<file path="src/rtl/bus_arbiter.sv">
// Two-requester arbiter sharing one downstream memory bus, with round-robin or fixed
// priority and a forced release of transactions that stall past a cycle limit.
module bus_arbiter #(
    parameter int unsigned AddrBusWidth  = 32,
    parameter int unsigned BusWidth      = 32,
    parameter bit          RoundRobin    = 1'b1,
    parameter int unsigned TimeoutCycles = 255
) (
    input  logic                    clk,
    input  logic                    rst,
    input  logic [AddrBusWidth-1:0] m0_addr,
    input  logic [BusWidth-1:0]     m0_w_data,
    input  logic [BusWidth/8-1:0]   m0_w_sel,
    input  logic                    m0_re,
    input  logic                    m0_we,
    output logic [BusWidth-1:0]     m0_r_data,
    output logic                    m0_ready,
    output logic                    m0_r_data_valid,
    input  logic [AddrBusWidth-1:0] m1_addr,
    input  logic [BusWidth-1:0]     m1_w_data,
    input  logic [BusWidth/8-1:0]   m1_w_sel,
    input  logic                    m1_re,
    input  logic                    m1_we,
    output logic [BusWidth-1:0]     m1_r_data,
    output logic                    m1_ready,
    output logic                    m1_r_data_valid,
    output logic [AddrBusWidth-1:0] s_addr,
    output logic [BusWidth-1:0]     s_w_data,
    output logic [BusWidth/8-1:0]   s_w_sel,
    output logic                    s_re,
    output logic                    s_we,
    input  logic [BusWidth-1:0]     s_r_data,
    input  logic                    s_ready,
    input  logic                    s_r_data_valid,
    output logic [1:0]              grant,
    output logic                    timeout_err
);

    localparam bit          TimeoutEn = (TimeoutCycles > 0);
    localparam int unsigned CntWidth  = TimeoutEn ? $clog2(TimeoutCycles + 1) : 1;
    // Last count value before the limit; the cycle holding it is the final OWN cycle.
    localparam logic [CntWidth-1:0] LimitM1 =
        TimeoutEn ? CntWidth'(TimeoutCycles - 1) : '0;

    typedef enum logic [1:0] {StIdle, StOwn0, StOwn1} state_e;

    state_e              state;
    logic                last;
    logic [CntWidth-1:0] cnt;

    logic req0, req1;
    logic complete, abort;

    assign req0 = m0_re | m0_we;
    assign req1 = m1_re | m1_we;

    assign m0_r_data = s_r_data;
    assign m1_r_data = s_r_data;

    assign grant = {state == StOwn1, state == StOwn0};

    always_comb begin
        s_addr          = '0;
        s_w_data        = '0;
        s_w_sel         = '0;
        s_re            = 1'b0;
        s_we            = 1'b0;
        m0_ready        = 1'b0;
        m1_ready        = 1'b0;
        m0_r_data_valid = 1'b0;
        m1_r_data_valid = 1'b0;
        unique case (state)
            StOwn0: begin
                s_addr          = m0_addr;
                s_w_data        = m0_w_data;
                s_w_sel         = m0_w_sel;
                s_re            = m0_re;
                s_we            = m0_we;
                m0_ready        = s_ready & m0_we;
                m0_r_data_valid = s_r_data_valid & m0_re;
            end
            StOwn1: begin
                s_addr          = m1_addr;
                s_w_data        = m1_w_data;
                s_w_sel         = m1_w_sel;
                s_re            = m1_re;
                s_we            = m1_we;
                m1_ready        = s_ready & m1_we;
                m1_r_data_valid = s_r_data_valid & m1_re;
            end
            default: ;
        endcase
    end

    // s_re/s_we mirror the owner's request, so they double as completion and abort terms.
    assign complete = (s_re & s_r_data_valid) | (s_we & s_ready);
    assign abort    = ~s_re & ~s_we;

    always_ff @(posedge clk or posedge rst) begin
        if (rst) begin
            state       <= StIdle;
            last        <= 1'b1;
            cnt         <= '0;
            timeout_err <= 1'b0;
        end else begin
            timeout_err <= 1'b0;
            unique case (state)
                StIdle: begin
                    if (req1 && (!req0 || (RoundRobin && !last))) begin
                        state <= StOwn1;
                        last  <= 1'b1;
                        cnt   <= '0;
                    end else if (req0) begin
                        state <= StOwn0;
                        last  <= 1'b0;
                        cnt   <= '0;
                    end
                end
                StOwn0, StOwn1: begin
                    if (complete || abort) begin
                        state <= StIdle;
                    end else if (TimeoutEn && cnt == LimitM1) begin
                        state       <= StIdle;
                        timeout_err <= 1'b1;
                    end else if (TimeoutEn) begin
                        cnt <= cnt + 1'b1;
                    end
                end
                default: state <= StIdle;
            endcase
        end
    end

endmodule

</file>
<file path="config.mk">
export PLATFORM = sky130hd
export DESIGN_NAME = bus_arbiter
export DESIGN_NICKNAME = d
export VERILOG_FILES = /design/src/rtl/bus_arbiter.sv
export SDC_FILE = /design/constraint.sdc
export NUM_CORES = 1
export LEC_CHECK = 0
export BUFFER_PORTS_ARGS = -buffer_cell sky130_fd_sc_hd__buf_4
export CAP_MARGIN = 20
export CORE_AREA = 4 4 121 123
export CTS_BUF_LIST = sky130_fd_sc_hd__clkbuf_2
export DETAILED_ROUTE_END_ITERATION = 8
export DIE_AREA = 0 0 125 127
export PLACE_DENSITY = 0.5
export SYNTH_ARGS = -nofsm -noshare
export SYNTH_HDL_FRONTEND = slang
export SYNTH_SLANG_ARGS = --single-unit
</file>
<file path="constraint.sdc">
create_clock -name clk -period 2.77 [get_ports clk]
set_input_delay 0.1385 -clock clk [delete_from_list [all_inputs] [get_ports clk]]
set_output_delay 0.1385 -clock clk [all_outputs]
set_load 0.05 [all_outputs]
</file>
; Word level (Yosys, flattened, before mapping)
; Index checks and enable logic that the tools add are counted.
[classes]
n_addsub = 1
eq_ne = 7
mux = 24
bitwise = 12
reduce_logical = 12
[op_table]
columns = cell, count
row1 = $pmux 32 s2, 2
row2 = $mux 8, 4
row3 = $pmux 8 s2, 1
row4 = $mux 1, 9
row5 = $add 8x1->8 const B, 1
row6 = $eq 8x8->1 const B, 1
row7 = $mux 2, 4
row8 = $pmux 4 s2, 1
row9 = $and 1x1->1, 7
row10 = $ne 3x3->1 const B, 2
row11 = $ne 2x2->1 const B, 2
row12 = $pmux 1 s2, 2
row13 = $pmux 2 s2, 1
row14 = $reduce_and 2->1, 2
row15 = $reduce_and 4->1, 1
row16 = $reduce_bool 2->1, 2
row17 = $or 1x1->1, 3
row18 = $eq 2x1->1 const B, 1
row19 = $eq 2x2->1 const B, 1
row20 = $logic_not 1->1, 2
row21 = $logic_not 2->1, 1
row22 = $logic_or 1x1->1, 2
row23 = $not 1->1, 2
row24 = $reduce_or 2->1, 1
row25 = $logic_and 1x1->1, 1
[totals]
ff_bits = 12
input_bits = 176
output_inout_bits = 141
wordCells = 60

; Logic depth before layout (Yosys ltp)
[depth]
word_depth = 7
ltp_mapped = 9
ltp_nobuf = 7

; Worst setup path after synthesis
; No wires, ideal clock.
[synth_timing]
path_type = register to register
startpoint = register state[0]
endpoint = register cnt[5]
setup_ps = 126
t_arrival_ps = 2274
required_time_ps = 2644
path_slack_ps = 370
stages_incl_launch_ff = 9
n_path_buf = 1
synth_period_minus_slack_ps = 2400
path_cell_list = dfrtp_1 -> inv_1 -> ha_1 -> buf_4 -> a22oi_4 -> o21a_1 -> or2_4 -> o311a_1 -> a221o_1
[synth_via]
elab_chain_len = 7
word_cells_on_any_way = 19
classes_between = 5 x eq/ne / 3 x mux / 6 x bitwise / 5 x reduce/logical
[synth_lines]
columns = element, line
row1 = "start, declared", 47  ; state_e state;
row2 = "start signal, assigned", 101  ; state <= StIdle;
row3 = "start signal, assigned", 110  ; state <= StOwn1;
row4 = "start signal, assigned", 114  ; state <= StOwn0;
row5 = $eq 2x2->1 *, n/a
row6 = net grant[1], 35  ; output logic [1:0] grant,
row7 = $pmux 1 s2, 72  ; unique case (state)
row8 = $and 1x1->1 / $not 1->1 (equally long branches), "96, 97"
row9 = $or 1x1->1 / $and 1x1->1 (equally long branches), "96, 97"
row10 = $logic_or 1x1->1, 120  ; if (complete || abort) begin
row11 = $ne 2x2->1 (no source line), n/a
row12 = $reduce_and 4->1 (no source line), n/a
row13 = "end signal, assigned", 126  ; cnt <= cnt + 1'b1;
row14 = "end, declared", 49  ; logic [CntWidth-1:0] cnt;
; The timed path passes the listed nets; every way through them passes the cells marked *.
; A chain may end at the register's enable or synchronous reset.

; Worst setup path in the final report
[layout_timing]
startpoint = register state[1]
endpoint = output port s_w_data[20]
[layout_via]
elab_chain_len = 2
word_cells_on_any_way = 3
classes_between = 2 x eq/ne / 1 x mux
[layout_lines]
columns = element, line
row1 = $eq 2x2->1 / $eq 2x1->1 (equally long branches), 72
row2 = $pmux 32 s2 *, 72
row3 = "end, declared", 28  ; output logic [BusWidth-1:0] s_w_data,
; Mark *: on every way between the ends. The rest lies on a longest branch, timed or not.

==> results_dict.tcl <==
set metrics [dict create \
    cp.required_ps 2630 \
    die-area_sq_um 15900 \
    clock_skew_ps 14.5 \
    synth_top_area_share_pct 22.9 \
    postCtsResizedCells 0 \
    critPathKind "reg -> out" \
    grt_pass1_vias 2838 \
    rr_worst_depth 7 \
    setup_viol 0 \
    synth_top_cell_by_area "a22oi_1" \
    cts_hold_buf 1 \
    antenna_found_initial 0 \
    routed_wirelength_microns 10400 \
    drc 0 \
    cts.path.max_buffers 2 \
    syn_to_final_growth_pct 61.2 \
    rrSetupSlack_ps 520 \
    grt_max_degree 78 \
    slew_violations 0 \
    ys_warn_count 0 \
    synthCells 320 \
    p_total_mw 3.71 \
    clock_tree.root_cell "clkbuf_2" \
    rsz0062_at_grt "no" \
    hold_violations 0 \
    worstPathMaxFanout 41 \
    maxCapViolCount 0 \
    synth_edf_count 0 \
    period_needed_ps 2280 \
    synth_commonest_cells "nor2_1, a22oi_1, buf_4" \
    port_buffers 220 \
    drtIter0Drc 148 \
    pre_cts_slack_ps 541 \
    grt-ovfl-total 0 \
    yosysMostFrequentCell "nor2_1" \
    fin_setup_tns_ps 0 \
    ant_nets 0 \
    routed_via_density 4.54 \
    synth_cell_types 39 \
    synthArstFlopShare_pct 100 \
    cp-end-kind "primary output" \
    cts-buffers-inserted 3 \
    relSlewSlack_pct 67.1 \
    hold_slack_ps 255 \
    hold_class "in -> reg" \
    vdd_drop_max_mv 0.808 \
    whs_path_depth 4 \
    syn-num-nets 502 \
    post_route_cells_drive_above_1_share_pct 52.0 \
    fmax_mhz 440 \
    synth-seq-area-share_pct 13.5 \
    layout.nets 643 \
    placement_rows 43 \
    final.setup.worst_slack_ps 495 \
    cts_tree "yes" \
    wl_per_cell_microns 16.2 \
    track_usage_pct 11.6 \
    powerDensity_nw_per_um2 1030 \
    grt_first_pass_wirelength_microns 15400 \
    cts_setup_buffers 0 \
    antenna_cells 0 \
    die_width_microns 125 \
    status "complete, no violations" \
    clkSinkCount 12 \
    netlist_top_cells_area "a22oi_1, buf_4, nor2_1, dfrtp_1, ha_1" \
    cp-start-kind "flip-flop" \
    syn_avg_cell_area_sq_um 6.97 \
    synth_area_sq_um 2230 \
    cts.clk_slew.worst_paths_ps 110 \
    p_leak_nw 1.78 \
    initial_core_util_pct 16.3 \
    hpwl_microns 8250 \
    synth_flop_cell "dfrtp_1" \
    arrival_ps 2140 \
    post-route-period-util_pct 82.1 \
    num_vias 2903 \
    synth_seq_cells 12 \
    core_sq_um 13700 \
    htree_levels 1 \
    dieHeight_microns 127 \
    tightest_slew_ps 494 \
    clk_latency_ps 270 \
    final_util_pct 26.3 \
    io-pin-count 317 \
    dr.pass1.iters 4 \
    place.gp.congestion 0.811 \
]
worst paths after layout:
| check | start | endpoint |
|---|---|---|
| max in group asynchronous | rst | last |
| max reg2reg | state[1] | cnt[5] |
| min reg2reg | last | last |
| max | state[1] | s_w_data[20] |
| min | m0_we | last |
| min in group asynchronous | rst | cnt[2] |
critical path, cell delays in order (launching register included):
cell     delay (ps)
dfrtp_1         430
inv_1           120
ha_2            270
buf_4           410
a22oi_1         160
nor2_1          220
buf_4           240
metal layers:
metal	routed length (microns)	part of all wire, %	global-route usage, %	vias up
met2	5060	49	19.8	161
li1	-	-	-	1364
met1	4150	40	14.3	1351
met3	942	9.1	3.80	27
met4	245	2.4	2.93	0
met5	0	0	0	-
flip-flops by register name, summed over array words and instances (netlist names):
signal       cells
cnt              8
last             1
state            2
timeout_err      1
layout make-up:
class	count	area, sq um
clock buffers	3	15.0
clock inverters	1	3.75
fillers	1531	10100
inverters	5	18.8
multi-input cells	212	1310
flip-flops and latches	12	302
well taps	180	225
repair buffers	227	1720
cell families after synthesis:
kind of cell    Yosys count  share of synthesized area [%]
fa+ha+maj                 6                           3.37
flops                    12                           13.5
buf+inv                  96                           27.9
simple gates            111                           21.8
compound gates           95                           33.3
where the power goes:
group,switching [mW],internal [mW]
Combinational,2.35,1.03
Clock,0.0614,0.0314
Sequential,0.0266,0.210
metrics by stage:
stage,cells,cell area (sq um)
global route,640,3590
floorplan,320,2230
CTS,640,3590
global placement,635,3560
detailed placement,635,3560
finish,640,3590
cell usage in the layout (no fill, tap or decap), types with 2 or more instances in the layout:
master / n
a21oi_1: 2
a221o_1: 2
a22oi_1: 68
a22oi_4: 2
a31o_1: 4
a31oi_1: 3
and2_1: 2
and3_1: 5
buf_4: 225
clkbuf_2: 3
dfrtp_1: 11
ha_1: 4
ha_2: 2
inv_1: 4
nand2_1: 9
nand3_1: 3
nand4_1: 4
nor2_1: 75
nor2b_1: 2
nor3_1: 6
o21ai_0: 4
o32ai_1: 2
(Power assumes the default switching activity.)
